===== src/rtl/mem_arb_pkg.sv =====
// Shared types and defaults for the fetch/data memory arbiter.
package mem_arb_pkg;

    localparam int ADDR_W_DEF     = 32;
    localparam int DATA_W_DEF     = 32;
    localparam int STARVE_MAX_DEF = 2;

    typedef enum logic [1:0] {
        IDLE  = 2'd0,
        ISSUE = 2'd1,
        RESP  = 2'd2
    } state_t;

    typedef enum logic {
        OWN_IF = 1'b0,
        OWN_DM = 1'b1
    } owner_t;

    // Starvation counter must be able to hold STARVE_MAX itself.
    function automatic int starve_w(input int max_cnt);
        return (max_cnt < 1) ? 1 : $clog2(max_cnt + 1);
    endfunction

endpackage


===== src/rtl/mem_arbiter_arb_pick.sv =====
// Winner selection between fetch and data ports, plus next starvation count.
module arb_pick
    import mem_arb_pkg::*;
#(
    parameter int STARVE_MAX = STARVE_MAX_DEF,
    parameter int CNT_W      = starve_w(STARVE_MAX)
) (
    input  logic             i_if_req,
    input  logic             i_dm_req,
    input  logic [CNT_W-1:0] i_starve_cnt,
    output logic             o_any_req,
    output logic             o_win_dm,
    output logic [CNT_W-1:0] o_starve_nxt
);

    localparam logic [CNT_W-1:0] CNT_MAX = CNT_W'(STARVE_MAX);

    logic w_starved;

    assign w_starved = (i_starve_cnt >= CNT_MAX);

    always_comb begin
        o_any_req    = i_if_req | i_dm_req;
        o_win_dm     = i_dm_req && !(i_if_req && w_starved);
        o_starve_nxt = i_starve_cnt;
        if (o_any_req) begin
            if (!o_win_dm) begin
                o_starve_nxt = '0;
            end else if (i_if_req && !w_starved) begin
                o_starve_nxt = i_starve_cnt + 1'b1;
            end
        end
    end

endmodule


===== src/rtl/mem_arbiter.sv =====
// Two-port memory arbiter: fetch and data share one memory; one transaction in
// flight at a time, IDLE -> ISSUE -> RESP.
module mem_arbiter
    import mem_arb_pkg::*;
#(
    parameter int ADDR_W     = ADDR_W_DEF,
    parameter int DATA_W     = DATA_W_DEF,
    parameter int STARVE_MAX = STARVE_MAX_DEF
) (
    input  logic              clk,
    input  logic              reset,
    input  logic              if_req,
    input  logic [ADDR_W-1:0] if_addr,
    output logic              if_gnt,
    output logic              if_rvalid,
    output logic [DATA_W-1:0] if_rdata,
    input  logic              dm_req,
    input  logic              dm_we,
    input  logic [ADDR_W-1:0] dm_addr,
    input  logic [DATA_W-1:0] dm_wdata,
    output logic              dm_gnt,
    output logic              dm_rvalid,
    output logic [DATA_W-1:0] dm_rdata,
    output logic              mem_req,
    output logic              mem_we,
    output logic [ADDR_W-1:0] mem_addr,
    output logic [DATA_W-1:0] mem_wdata,
    input  logic              mem_ack,
    input  logic [DATA_W-1:0] mem_rdata,
    output logic              busy
);

    localparam int CNT_W = starve_w(STARVE_MAX);

    state_t            r_state;
    owner_t            r_owner;
    logic              r_we;
    logic [ADDR_W-1:0] r_addr;
    logic [DATA_W-1:0] r_wdata;
    logic [CNT_W-1:0]  r_starve_cnt;
    logic              r_if_rvalid;
    logic              r_dm_rvalid;
    logic [DATA_W-1:0] r_if_rdata;
    logic [DATA_W-1:0] r_dm_rdata;

    logic              w_any;
    logic              w_win_dm;
    logic              w_grant;
    logic [CNT_W-1:0]  w_starve_nxt;

    arb_pick #(
        .STARVE_MAX (STARVE_MAX),
        .CNT_W      (CNT_W)
    ) u_pick (
        .i_if_req     (if_req),
        .i_dm_req     (dm_req),
        .i_starve_cnt (r_starve_cnt),
        .o_any_req    (w_any),
        .o_win_dm     (w_win_dm),
        .o_starve_nxt (w_starve_nxt)
    );

    // Grant is combinational so mem_req can rise on the very next cycle.
    assign w_grant   = (r_state == IDLE) && w_any && !reset;
    assign if_gnt    = w_grant && !w_win_dm;
    assign dm_gnt    = w_grant && w_win_dm;
    assign mem_req   = (r_state == ISSUE);
    assign mem_we    = mem_req && r_we;
    assign mem_addr  = r_addr;
    assign mem_wdata = r_wdata;
    assign if_rvalid = r_if_rvalid;
    assign dm_rvalid = r_dm_rvalid;
    assign if_rdata  = r_if_rdata;
    assign dm_rdata  = r_dm_rdata;
    assign busy      = (r_state != IDLE);

    always_ff @(posedge clk) begin
        if (reset) begin
            r_state      <= IDLE;
            r_owner      <= OWN_IF;
            r_we         <= 1'b0;
            r_addr       <= '0;
            r_wdata      <= '0;
            r_starve_cnt <= '0;
            r_if_rvalid  <= 1'b0;
            r_dm_rvalid  <= 1'b0;
            r_if_rdata   <= '0;
            r_dm_rdata   <= '0;
        end else begin
            r_if_rvalid <= 1'b0;
            r_dm_rvalid <= 1'b0;
            case (r_state)
                IDLE: begin
                    if (w_any) begin
                        r_state      <= ISSUE;
                        r_starve_cnt <= w_starve_nxt;
                        if (w_win_dm) begin
                            r_owner <= OWN_DM;
                            r_we    <= dm_we;
                            r_addr  <= dm_addr;
                            r_wdata <= dm_wdata;
                        end else begin
                            r_owner <= OWN_IF;
                            r_we    <= 1'b0;
                            r_addr  <= if_addr;
                            r_wdata <= '0;
                        end
                    end
                end
                ISSUE: begin
                    if (mem_ack) begin
                        r_state <= RESP;
                        if (r_owner == OWN_IF) begin
                            r_if_rvalid <= 1'b1;
                            r_if_rdata  <= mem_rdata;
                        end else begin
                            r_dm_rvalid <= 1'b1;
                            r_dm_rdata  <= r_we ? '0 : mem_rdata;
                        end
                    end
                end
                RESP:    r_state <= IDLE;
                default: r_state <= IDLE;
            endcase
        end
    end

endmodule


===== config.mk =====
export PLATFORM = sky130hd
export DESIGN_NAME = mem_arbiter
export DESIGN_NICKNAME = d
export VERILOG_FILES = /design/src/rtl/mem_arb_pkg.sv /design/src/rtl/mem_arbiter_arb_pick.sv /design/src/rtl/mem_arbiter.sv
export SDC_FILE = /design/constraint.sdc
export NUM_CORES = 1
export LEC_CHECK = 0
export ABC_AREA = 1
export CORE_MARGIN = 3
export CORE_UTILIZATION = 44
export DETAILED_ROUTE_END_ITERATION = 6
export GPL_TIMING_DRIVEN = 1
export PLACE_DENSITY_LB_ADDON = 0.1
export SYNTH_ARGS = -nofsm -noshare
export SYNTH_HDL_FRONTEND = slang
export SYNTH_SLANG_ARGS = --single-unit

===== constraint.sdc =====
create_clock -name clk -period 3.46 [get_ports clk]
set_input_delay 0.692 -clock clk [delete_from_list [all_inputs] [get_ports clk]]
set_output_delay 0.692 -clock clk [all_outputs]
set_load 0.1 [all_outputs]

# After elaboration in Yosys (flattened, before gate mapping)
# Index checks and enable logic that the tools add are counted.
[totals]
regBits = 136
word_cells = 52
[classes]
addsub = 1
magnitude_cmp = 1
n_eq_ne = 4
mux = 12
bitwise = 4
reduce_logical = 20
[ops]
columns = ["op", "count"]
rows = [
  ["$mux W32", 3],
  ["$reduce_and A3 Y1", 3],
  ["$logic_and A1 B1 Y1", 8],
  ["$mux W2", 4],
  ["$logic_not A1 Y1", 4],
  ["$mux W1", 4],
  ["$ne A2 B1 Y1 const B", 2],
  ["$pmux W2 S2", 1],
  ["$reduce_and A2 Y1", 2],
  ["$not A1 Y1", 3],
  ["$reduce_or A3 Y1", 1],
  ["$add A2 B1 Y2 const B", 1],
  ["$eq A2 B1 Y1 const B", 1],
  ["$ge A2 B2 Y1 const B", 1],
  ["$logic_not A2 Y1", 1],
  ["$ne A2 B2 Y1 const B", 1],
  ["$reduce_bool A2 Y1", 1],
  ["$or A1 B1 Y1", 1],
]

# Logic depth before layout (Yosys ltp)
# Gate-level depths: netlist of run 1.
[depth]
word_depth = 6
depth_mapped = 8
ltp_nobuf = 7

# Cells and area by module
# A second synthesis of run 1 with hierarchy kept.
[hier_totals]
hier_cells = 893
area_unflattened_um2 = 5945.7
[modules_own_cells]
columns = ["module", "instances", "cells_each", "area_each_um2", "seq_area_each_um2"]
rows = [
  ["mem_arbiter", 1, 877, 5871.9, 2722.6],
  ["arb_pick", 1, 16, 73.8, 0.0],
]

# Least setup slack after synthesis of run 1
# Ideal clock, no wire load.
[synth_timing]
kind = "input to output"
start = "input dm_req"
end = "output if_gnt"
arrival_time_ns = 2.607
t_required_ns = 2.768
slack_ns = 0.161
path_stages = 6
path_buffers = 2
cell_sequence = "buf_2 -> o21ai_4 -> nor2_4 -> buf_2 -> inv_1 -> nor2_1"
[synth_via]
elab_chain_cells = 4
elab_cells_between_ends = 6
classes_between = "1 x bitwise; 5 x reduce/logical"
[synth_lines]
columns = ["element", "line", "text"]
rows = [
  ["from (decl)", "mem_arbiter.sv:17", "input logic dm_req,"],
  ["$or A1 B1 Y1", "mem_arbiter_arb_pick.sv:23", "o_any_req = i_if_req | i_dm_req;"],
  ["$logic_and A1 B1 Y1 (2 in a row)", "mem_arbiter.sv:64", "assign w_grant = (r_state == IDLE) && w_any && !reset;"],
  ["$logic_and A1 B1 Y1 *", "mem_arbiter.sv:65", "assign if_gnt = w_grant && !w_win_dm;"],
  ["to (decl)", "mem_arbiter.sv:14", "output logic if_gnt,"],
]
# Mark *: on every way between the ends. The rest lies on a longest branch, timed or not.

# Worst setup path after layout of run 1
[layout_timing]
start = "input reset"
end = "output if_gnt"
[layout_via]
elab_chain_cells = 3
[layout_lines]
columns = ["element", "line", "text"]
rows = [
  ["from (decl)", "mem_arbiter.sv:11", "input logic reset,"],
  ["$logic_not A1 Y1", "mem_arbiter.sv:64", ""],
  ["$logic_and A1 B1 Y1", "mem_arbiter.sv:64", ""],
  ["$logic_and A1 B1 Y1", "mem_arbiter.sv:65", ""],
]
# No other way between the ends.

==> flow_metrics.py, run 1 <==
metrics = {
    "setup_path": {
        "regToRegSetupSlack_ns": 1.66,
        "cp-end-kind": "primary output",
        "cp-start-kind": "primary input",
        "r2r-start": "r_state[1]$_SDFFE_PP0P_",
        "crit_arrival_ns": 2.21,
        "cp_max_fo": 15,
        "reg2reg_to": "dm_rdata[30]$_SDFFE_PP0P_",
        "cp_data_required_time_ns": 2.77,
        "r2r_cells": 6,
        "critPathKind": "in2out",
    },
    "yosys": {
        "ys_warn_count": 0,
        "synth_top_family_by_area": "simple AND/OR/NAND/NOR gates",
        "synthSimpleGateAreaFrac_pct": 29.2,
        "syn_nets": 849,
        "synth-xor-area-share_pct": 0,
        "synth_compound_area_share_pct": 9.90,
        "synth_cells": 714,
        "yosysMostFrequentCell": "dfxtp_1",
        "synth_top_cells_by_area": "dfxtp_1, nand3_1, o21ai_1",
        "avgSynthCellArea_um2": 7.65,
        "synthesis.area_um2": 5460,
        "yosys_most_used_dff": "dfxtp_1",
        "ys_seq_area_share_pct": 49.9,
        "ys_seq_elements": 136,
        "ys_top_cells_by_count": "dfxtp_1, nand3_1, nand2_1, o21ai_1, inv_1",
        "synth.distinct_cells": 22,
        "yosysTopAreaCell": "dfxtp_1",
        "synth_mux_area_share_pct": 0,
        "synthArstFlopShare_pct": 0,
        "synth_adder_area_share_pct": 0.229,
        "yosysTopAreaCellShare_pct": 49.9,
        "synth_edf_count": 0,
    },
    "drt": {
        "drtPass1Iterations": 5,
        "wirelength_um": 17100,
        "drc": 0,
        "first_iter_violations": 514,
        "vias_per_cell": 4.99,
        "wl_per_cell_um": 15.0,
        "drtAntennaViolNets": 0,
        "vias": 5690,
    },
    "cts": {
        "clk_latency_ns": 0.41,
        "cts_buffers": 17,
        "cts_max_path_buffers": 2,
        "cts_tree": "yes",
        "cts_setup_buffers": 0,
        "cts_sinks": 136,
        "cts_resized": 0,
        "cts_root_buf": "clkbuf_16",
        "cts.clk_slew.worst_paths_ns": 0.06,
        "hold_buffers": 0,
        "h-tree-depth": 4,
    },
    "floorplan": {
        "die_area_um2": 13800,
        "die_h_um": 117,
        "top_level_ports": 269,
        "start_util_pct": 45.3,
        "rows": 40,
        "die_w_um": 117,
        "core_area_um2": 12100,
    },
    "placed_design": {
        "place_ws_ns": 0.570,
        "place_congestion": 0.872,
        "dp.final_hpwl_um": 12200,
        "place_area_um2": 8100,
        "portBuffers": 268,
    },
    "sta": {
        "layout_min_cycle_time_ns": 2.90,
        "setup_ws_ns": 0.563,
        "tns_ns": 0,
        "worst_slew_pin_slew_ns": 1.08,
        "slew_viol_final": 0,
        "final-hold-violation-count": 0,
        "setup_viol": 0,
        "max_freq_mhz": 345,
        "fin_skew_ns": 0.00289,
        "rsz0062_at_grt": "false",
        "fin_crit_sh_pct": 83.7,
        "max-slew-margin-rel_pct": 28.1,
    },
    "grt": {
        "grt_pass1_wl_um": 27900,
        "grt_pass1_vias": 5568,
        "grt_max_degree": 79,
        "antenna_found_initial": 0,
        "grt_overflow": 0,
        "grtUsageTotal_pct": 24.7,
    },
    "power_and_ir_drop": {
        "combPwrFrac_pct": 28.5,
        "leakage_nw": 3.79,
        "power.share.clock_pct": 38.4,
        "p_switching_w": 0.00182,
        "p_int_w": 0.00343,
        "p_per_area_nw_per_um2": 598,
        "p_sw_share_pct": 34.6,
        "seqPwrFrac_pct": 33.1,
        "peakVddDrop_uv": 300,
    },
    "finish": {
        "antenna_cells": 0,
        "nets": 1094,
        "drive_above_1_share_pct": 8.74,
        "area_growth_pct": 60.7,
        "postLayoutCellArea_um2": 8780,
    },
    "hold_path": {
        "hp-start": "mem_addr[6]$_SDFFE_PP0P_",
        "holdPathStages": 2,
        "holdPathEnd": "mem_addr[6]$_SDFFE_PP0P_",
        "hp-class": "reg2reg",
    },
    "run": {
        "drv_cap": 0,
    },
    "run_status": {
        "status": "completed",
    },
}
[layout make-up]
class / count / area (um^2)
Tap cell: 168 / 210
Sequential cell: 136 / 2720
Fill cell: 956 / 3290
Clock inverter: 11 / 193
Inverter: 80 / 302
Multi-Input combinational cell: 445 / 2150
Clock buffer: 21 / 480
Timing Repair Buffer: 279 / 2720
[how the worst max path moves through the flow]
stage | from | end
3_3_place_gp | reset | if_gnt
6_report | reset | if_gnt
3_5_place_dp | if_req | if_gnt
4_1_cts | if_req | if_gnt
5_1_grt | reset | if_gnt
2_1_floorplan | dm_req | if_gnt
[per-stage QoR]
stage          total power (W)  hold WS [ns]  utilization (%)  cells
3_5_place_dp           0.00327         0.461             67.2   1108
5_1_grt                0.00543         0.484             72.8   1140
2_1_floorplan          0.00284         0.450                -    714
4_1_cts                0.00528         0.470             72.8   1140
6_report               0.00525         0.467             72.8   1140
3_3_place_gp           0.00325         0.459             67.2   1108
[layout by cell type (no fill, tap or decap), types with 4 or more instances in the layout]
| cell | n |
|---|---|
| nand2_2 | 4 |
| clkbuf_8 | 4 |
| nor2_1 | 67 |
| nand3b_1 | 32 |
| o21ai_0 | 11 |
| clkdlybuf4s50_1 | 240 |
| o21ai_1 | 86 |
| clkbuf_16 | 17 |
| dfxtp_1 | 136 |
| inv_1 | 76 |
| bufinv_16 | 5 |
| buf_4 | 37 |
| nand3_1 | 129 |
| nand2_1 | 103 |
[kinds of logic after synthesis]
logic type                 Yosys count
DFF                                136
buffers and inverters              133
AOI/OAI and AO/OA                  103
and+or+nand+nor                    341
adders and majority gates            1
[power groups by stage]
| stage | registers [W] | logic, W | clock network [W] |
|---|---|---|---|
| CTS | 0.00174 | 0.00150 | 0.00204 |
| global route | 0.00175 | 0.00157 | 0.00211 |
| detailed placement | 0.00177 | 0.00150 | 0 |
| global placement | 0.00176 | 0.00149 | 0 |
| finish | 0.00174 | 0.00150 | 0.00202 |
| floorplan | 0.00251 | 0.000330 | 0 |
[critical path, cell delays in order]
cell and delay (ns):
clkdlybuf4s50_1 0.59, nor2_4 0.41, inv_1 0.11, nor2_1 0.19, buf_12 0.20
[state kept, by name (all words and copies together) (netlist names)]
name and count:
dm_rdata 32, if_rdata 32, mem_addr 32, mem_wdata 32
r_starve_cnt 2, r_state 2, dm_rvalid 1, if_rvalid 1
r_owner 1, r_we 1
[routing by layer]
layer  vias up  track usage, %  part of all wire [%]
met5         -               0                     0
met4         0            8.87                   2.4
met3        34            8.63                   8.5
met2       235            42.6                    50
met1      2612            28.4                    39
li1       2809               -                     -
No activity file was read; power rests on OpenSTA's default activity.
==> inputs of run 2 (changes only) <==
CORE_UTILIZATION = 41   (was 44)
clock period = 2.8 ns   (was 3.46 ns; I/O delays follow)
==> run 2 against run 1 <==
  * Register-to-register slack got worse by 0.40 ns
  * Worst hold slack improved by 0.0050 ns
  * Utilization decreased by 6.9 points
  * First-iteration DRC count decreased by 8.6%
  * Critical path type unchanged
  * Non-clock buffer count increased by 4
  * Die area increased by 6.9%
  * Design area decreased by 3.7%
  * Setup slack got worse by 0.14 ns
==> flow_metrics.py, run 2 (same netlist as run 1, synthesis figures left out) <==
metrics = {
    "run_status": {
        "status": "completed",
    },
    "sta": {
        "hold_slack_ns": 0.472,
        "setup_viol": 0,
        "final-hold-violation-count": 0,
        "tns_ns": 0,
        "layout_min_cycle_time_ns": 2.38,
        "max-slew-margin-rel_pct": 54.7,
        "rsz0062_at_grt": "false",
        "fin_crit_sh_pct": 84.9,
        "slew_viol_final": 0,
        "fin_skew_ns": 0.00537,
        "worst_slew_pin_slew_ns": 0.680,
        "max_freq_mhz": 421,
    },
    "grt": {
        "grt_busiest_layer": "met2",
        "grt_pass1_vias": 5165,
        "grtUsageMet2_pct": 36.0,
        "grt_max_degree": 67,
        "grt_overflow": 0,
        "use_met3_pct": 6.90,
        "grtUsageTotal_pct": 21.9,
        "grtUsageMet1_pct": 26.0,
        "antenna_found_initial": 0,
        "grt_pass1_wl_um": 25700,
    },
    "cts": {
        "hold_buffers": 0,
        "cts_setup_buffers": 0,
        "cts_sinks": 136,
        "cts_buffers": 17,
        "cts.clk_slew.worst_paths_ns": 0.05,
        "cts_resized": 0,
        "cts_max_path_buffers": 2,
        "cts_root_buf": "clkbuf_16",
        "clk_latency_ns": 0.41,
        "cts_tree": "yes",
        "h-tree-depth": 4,
    },
    "finish": {
        "area_growth_pct": 54.7,
        "multiInputGateArea_um2": 2150,
        "antenna_cells": 0,
        "postLayoutCellArea_um2": 8450,
        "nets": 1098,
        "fillers": 1117,
        "final_common_cell": "buf_4",
        "drive_above_1_share_pct": 19.9,
        "seq_area_um2": 2720,
        "layout_common_cells": "buf_4, dfxtp_1, clkdlybuf4s50_1",
    },
    "setup_path": {
        "cp-end-kind": "primary output",
        "cp_max_fo": 5,
        "cp-start-kind": "primary input",
        "cp_cell_sequence": "clkdlybuf4s50_1 -> nor2_4 -> inv_1 -> nor2_2 -> buf_12",
        "crit_buf_inv": 3,
        "critical_path.top_delay_family": "buffers and inverters",
        "cp.depth": 5,
        "max_stage_delay_ns": 0.60,
        "critPathKind": "in2out",
        "crit_arrival_ns": 1.82,
        "critPathSlowestCell": "clkdlybuf4s50_1",
        "r2r_cells": 7,
        "cp_data_required_time_ns": 2.24,
    },
    "drt": {
        "vias_per_cell": 4.82,
        "wirelength_um": 16700,
        "first_iter_violations": 470,
        "drc": 0,
        "drtAntennaViolNets": 0,
        "drtPass1Iterations": 6,
        "vias": 5534,
        "wl_per_cell_um": 14.6,
    },
    "floorplan": {
        "die_w_um": 121,
        "start_util_pct": 42.6,
        "die_area_um2": 14700,
        "core_area_um2": 12800,
        "rows": 41,
        "top_level_ports": 269,
        "die_h_um": 121,
    },
    "placed_design": {
        "portBuffers": 268,
        "place_congestion": 0.832,
        "place_area_um2": 7900,
        "dp.final_hpwl_um": 12000,
    },
    "power_and_ir_drop": {
        "leakage_nw": 3.96,
        "peakVddDrop_uv": 348,
        "p_per_area_nw_per_um2": 714,
    },
    "hold_path": {
        "hp-class": "reg2reg",
        "holdPathStages": 2,
    },
    "run": {
        "drv_cap": 0,
    },
}
-- run 2: final cells by class --
type	count	share of cell area [%]
Sequential cell	136	32.2
Clock buffer	22	5.61
Inverter	80	3.57
Timing Repair Buffer	283	29.7
Clock inverter	9	0.889
Tap cell	172	2.55
Multi-Input combinational cell	445	25.5
-- run 2: routing by layer --
metal  share of wire [%]  routed length (um)  up-vias
met5                   0                   0        -
met4                 2.4                 405        0
met3                 8.5                1420       27
met2                  49                8130      215
met1                  40                6770     2481
li1                    -                   -     2811
-- run 2: tightest hold or removal path, stage by stage (launching register included) --
cell     delay (ns)
dfxtp_1        0.31
nand3_1        0.07
nand2_1        0.05
-- run 2: metrics by stage --
step	setup slack, ns	utilization (%)	instances	power, W
final	0.423	65.9	1147	0.00603
after global routing	0.340	65.9	1147	0.00625
after CTS	0.426	65.9	1147	0.00608
after floorplan	0.228	-	714	0.00350
after detailed placement	0.415	61.6	1116	0.00401
after global placement	0.464	61.6	1116	0.00399
-- run 2: path summary, 6_finish.rpt --
| path | endpoint | startpoint | slack, ns |
|---|---|---|---|
| worst min register to register | mem_addr[19]$_SDFFE_PP0P_ | mem_addr[19]$_SDFFE_PP0P_ | 0.47 |
| worst max register to register | mem_wdata[7]$_SDFFE_PP0P_ | r_starve_cnt[1]$_SDFFE_PP0P_ | 1.26 |
| worst min-delay path | mem_addr[19]$_SDFFE_PP0P_ | mem_addr[19]$_SDFFE_PP0P_ | 0.47 |
| worst max-delay path | if_gnt | reset | 0.42 |
-- run 2: where the power goes --
part	internal, W	leakage, nW	switching [W]	total, W
sequential	0.00207	1.11	0.0000755	0.00215
combinational	0.000468	2.58	0.00135	0.00182
clock	0.00128	0.271	0.000789	0.00207
total	0.00382	3.96	0.00221	0.00603
==> inputs of run 3 (changes only) <==
CORE_UTILIZATION = 37   (was 41)
clock period = 2 ns   (was 2.8 ns; I/O delays follow)
==> run 3 against run 2 <==
  * Sequential power grew 40%
  * Worst hold slack lost 0.0083 ns
  * Largest cell class unchanged
  * Sequential share of layout area shrank 0.93 points
  * Non-clock buffer count grew 13
  * Sequential cell count is the same
  * First-iteration DRC count shrank 37%
  * Design area grew 3.1%
==> flow_metrics.py, run 3 (same netlist as run 1, synthesis figures left out) <==
metrics = {
    "sta": {
        "layout_min_cycle_time_ns": 1.92,
        "max-slew-margin-rel_pct": 53.5,
        "fin_skew_ns": 0.00689,
        "final-hold-violation-count": 0,
        "tns_ns": 0,
        "rsz0062_at_grt": "false",
        "slew_viol_final": 0,
        "fin_crit_sh_pct": 96.2,
        "worst_slew_pin_slew_ns": 0.698,
        "max_freq_mhz": 520,
        "setup_viol": 0,
    },
    "drt": {
        "wl_per_cell_um": 14.8,
        "drtAntennaViolNets": 0,
        "drtPass1Iterations": 6,
        "wirelength_um": 17300,
        "first_iter_violations": 298,
        "drc": 0,
        "vias_per_cell": 4.80,
        "vias": 5608,
    },
    "grt": {
        "grtUsageTotal_pct": 20.9,
        "grt_max_degree": 67,
        "antenna_found_initial": 0,
        "grt_pass1_wl_um": 27400,
        "grt_pass1_vias": 5380,
        "grt_overflow": 0,
    },
    "setup_path": {
        "cp-end-kind": "primary output",
        "regToRegSetupSlack_ns": 0.47,
        "reg2reg_to": "mem_wdata[21]$_SDFFE_PP0P_",
        "cp_data_required_time_ns": 1.60,
        "cp_max_fo": 3,
        "cp-start-kind": "register",
        "r2r-start": "r_state[0]$_SDFFE_PP0P_",
        "crit_start": "r_state[0]$_SDFFE_PP0P_",
        "cp-endpoint": "dm_gnt",
        "r2r_cells": 5,
        "crit_arrival_ns": 1.52,
        "critPathKind": "reg2out",
    },
    "finish": {
        "fillers": 1322,
        "multiInputGateArea_um2": 2180,
        "area_growth_pct": 59.4,
        "postLayoutCellArea_um2": 8710,
        "antenna_cells": 0,
        "final_common_cell": "buf_4",
        "seq_area_um2": 2730,
        "drive_above_1_share_pct": 21.7,
        "nets": 1111,
        "layout_common_cells": "buf_4, dfxtp_1, clkdlybuf4s50_1",
    },
    "cts": {
        "cts.clk_slew.worst_paths_ns": 0.06,
        "hold_buffers": 0,
        "cts_buffers": 17,
        "h-tree-depth": 4,
        "cts_sinks": 136,
        "cts_max_path_buffers": 2,
        "cts_tree": "yes",
        "cts_root_buf": "clkbuf_16",
        "clk_latency_ns": 0.41,
    },
    "placed_design": {
        "place_area_um2": 8030,
        "place_congestion": 0.805,
        "portBuffers": 268,
        "dp.final_hpwl_um": 12000,
    },
    "hold_path": {
        "hp-class": "reg2reg",
    },
    "power_and_ir_drop": {
        "power_w": 0.00885,
        "peakVddDrop_uv": 601,
        "p_per_area_nw_per_um2": 1020,
        "leakage_nw": 4.08,
    },
    "run_status": {
        "status": "completed",
    },
    "floorplan": {
        "core_area_um2": 14100,
        "die_area_um2": 16300,
        "rows": 43,
        "die_h_um": 127,
        "top_level_ports": 269,
        "die_w_um": 127,
        "start_util_pct": 38.6,
    },
    "run": {
        "drv_cap": 0,
    },
}
run 3: cell count changes in the layout (fill, tap and decap cells not counted), moves of 2 or more:
cell	previous run	this run
dfxtp_2	0	2
dfxtp_1	136	134
buf_12	4	8
inv_1	76	74
clkinv_2	7	4
buf_4	146	155
clkinvlp_4	2	4
clkdlybuf4s50_1	133	131
bufinv_16	1	3
run 3: worst min-delay path by stage:
stage,to,depth (start not counted),start
after floorplan,r_we$_SDFFE_PP0P_,2,r_we$_SDFFE_PP0P_
after global placement,dm_rdata[31]$_SDFFE_PP0P_,2,dm_rdata[31]$_SDFFE_PP0P_
after detailed placement,dm_rdata[31]$_SDFFE_PP0P_,2,dm_rdata[31]$_SDFFE_PP0P_
after CTS,dm_rdata[31]$_SDFFE_PP0P_,2,dm_rdata[31]$_SDFFE_PP0P_
after global routing,dm_rdata[31]$_SDFFE_PP0P_,2,dm_rdata[31]$_SDFFE_PP0P_
final,dm_rdata[31]$_SDFFE_PP0P_,2,dm_rdata[31]$_SDFFE_PP0P_
run 3: what timing repair did:
action	CTS	global route
buffers inserted	0	4
pin swaps	2	4
gates resized for setup	6	4
endpoints found under the setup margin	1	2
run 3: layer usage:
metal / wire length, um / share of wire (%) / vias to the layer above / global-route usage (%)
li1: - / - / 2832 / -
met1: 7010 / 40 / 2556 / 24.3
met2: 8410 / 49 / 200 / 35.4
met3: 1630 / 9.4 / 20 / 8.24
met4: 284 / 1.6 / 0 / 6.69
met5: 0 / 0 / - / 0
run 3: stage by stage:
stage | instances | utilization, % | hold WS, ns | setup WS [ns]
finish | 1169 | 61.5 | 0.463 | 0.0763
global route | 1169 | 61.5 | 0.479 | 0.00138
floorplan | 714 | - | 0.451 | -0.252
detailed placement | 1133 | 56.8 | 0.458 | -0.0255
CTS | 1165 | 61.2 | 0.466 | 0.0119
global placement | 1133 | 56.8 | 0.458 | -0.0125
run 3: cell type report:
type | instances | area share, %
inverter | 80 | 3.54
timing repair buffer | 296 | 30.5
multi-input combinational | 445 | 25.0
clock buffer | 21 | 5.40
sequential | 136 | 31.3
tap | 180 | 2.59
clock inverter | 11 | 1.67
run 3: critical path, stage by stage, from the launching register on:
cell	delay, ns
dfxtp_1	0.35
nor2_4	0.13
o21ai_4	0.08
nor2_4	0.11
buf_4	0.14
nand2_4	0.06
clkinvlp_4	0.07
buf_12	0.16
run 3: where the power goes:
group / switching, W / internal (W)
clock network: 0.00118 / 0.00206
registers: 0.000108 / 0.00290
logic: 0.00190 / 0.000698
total: 0.00319 / 0.00566
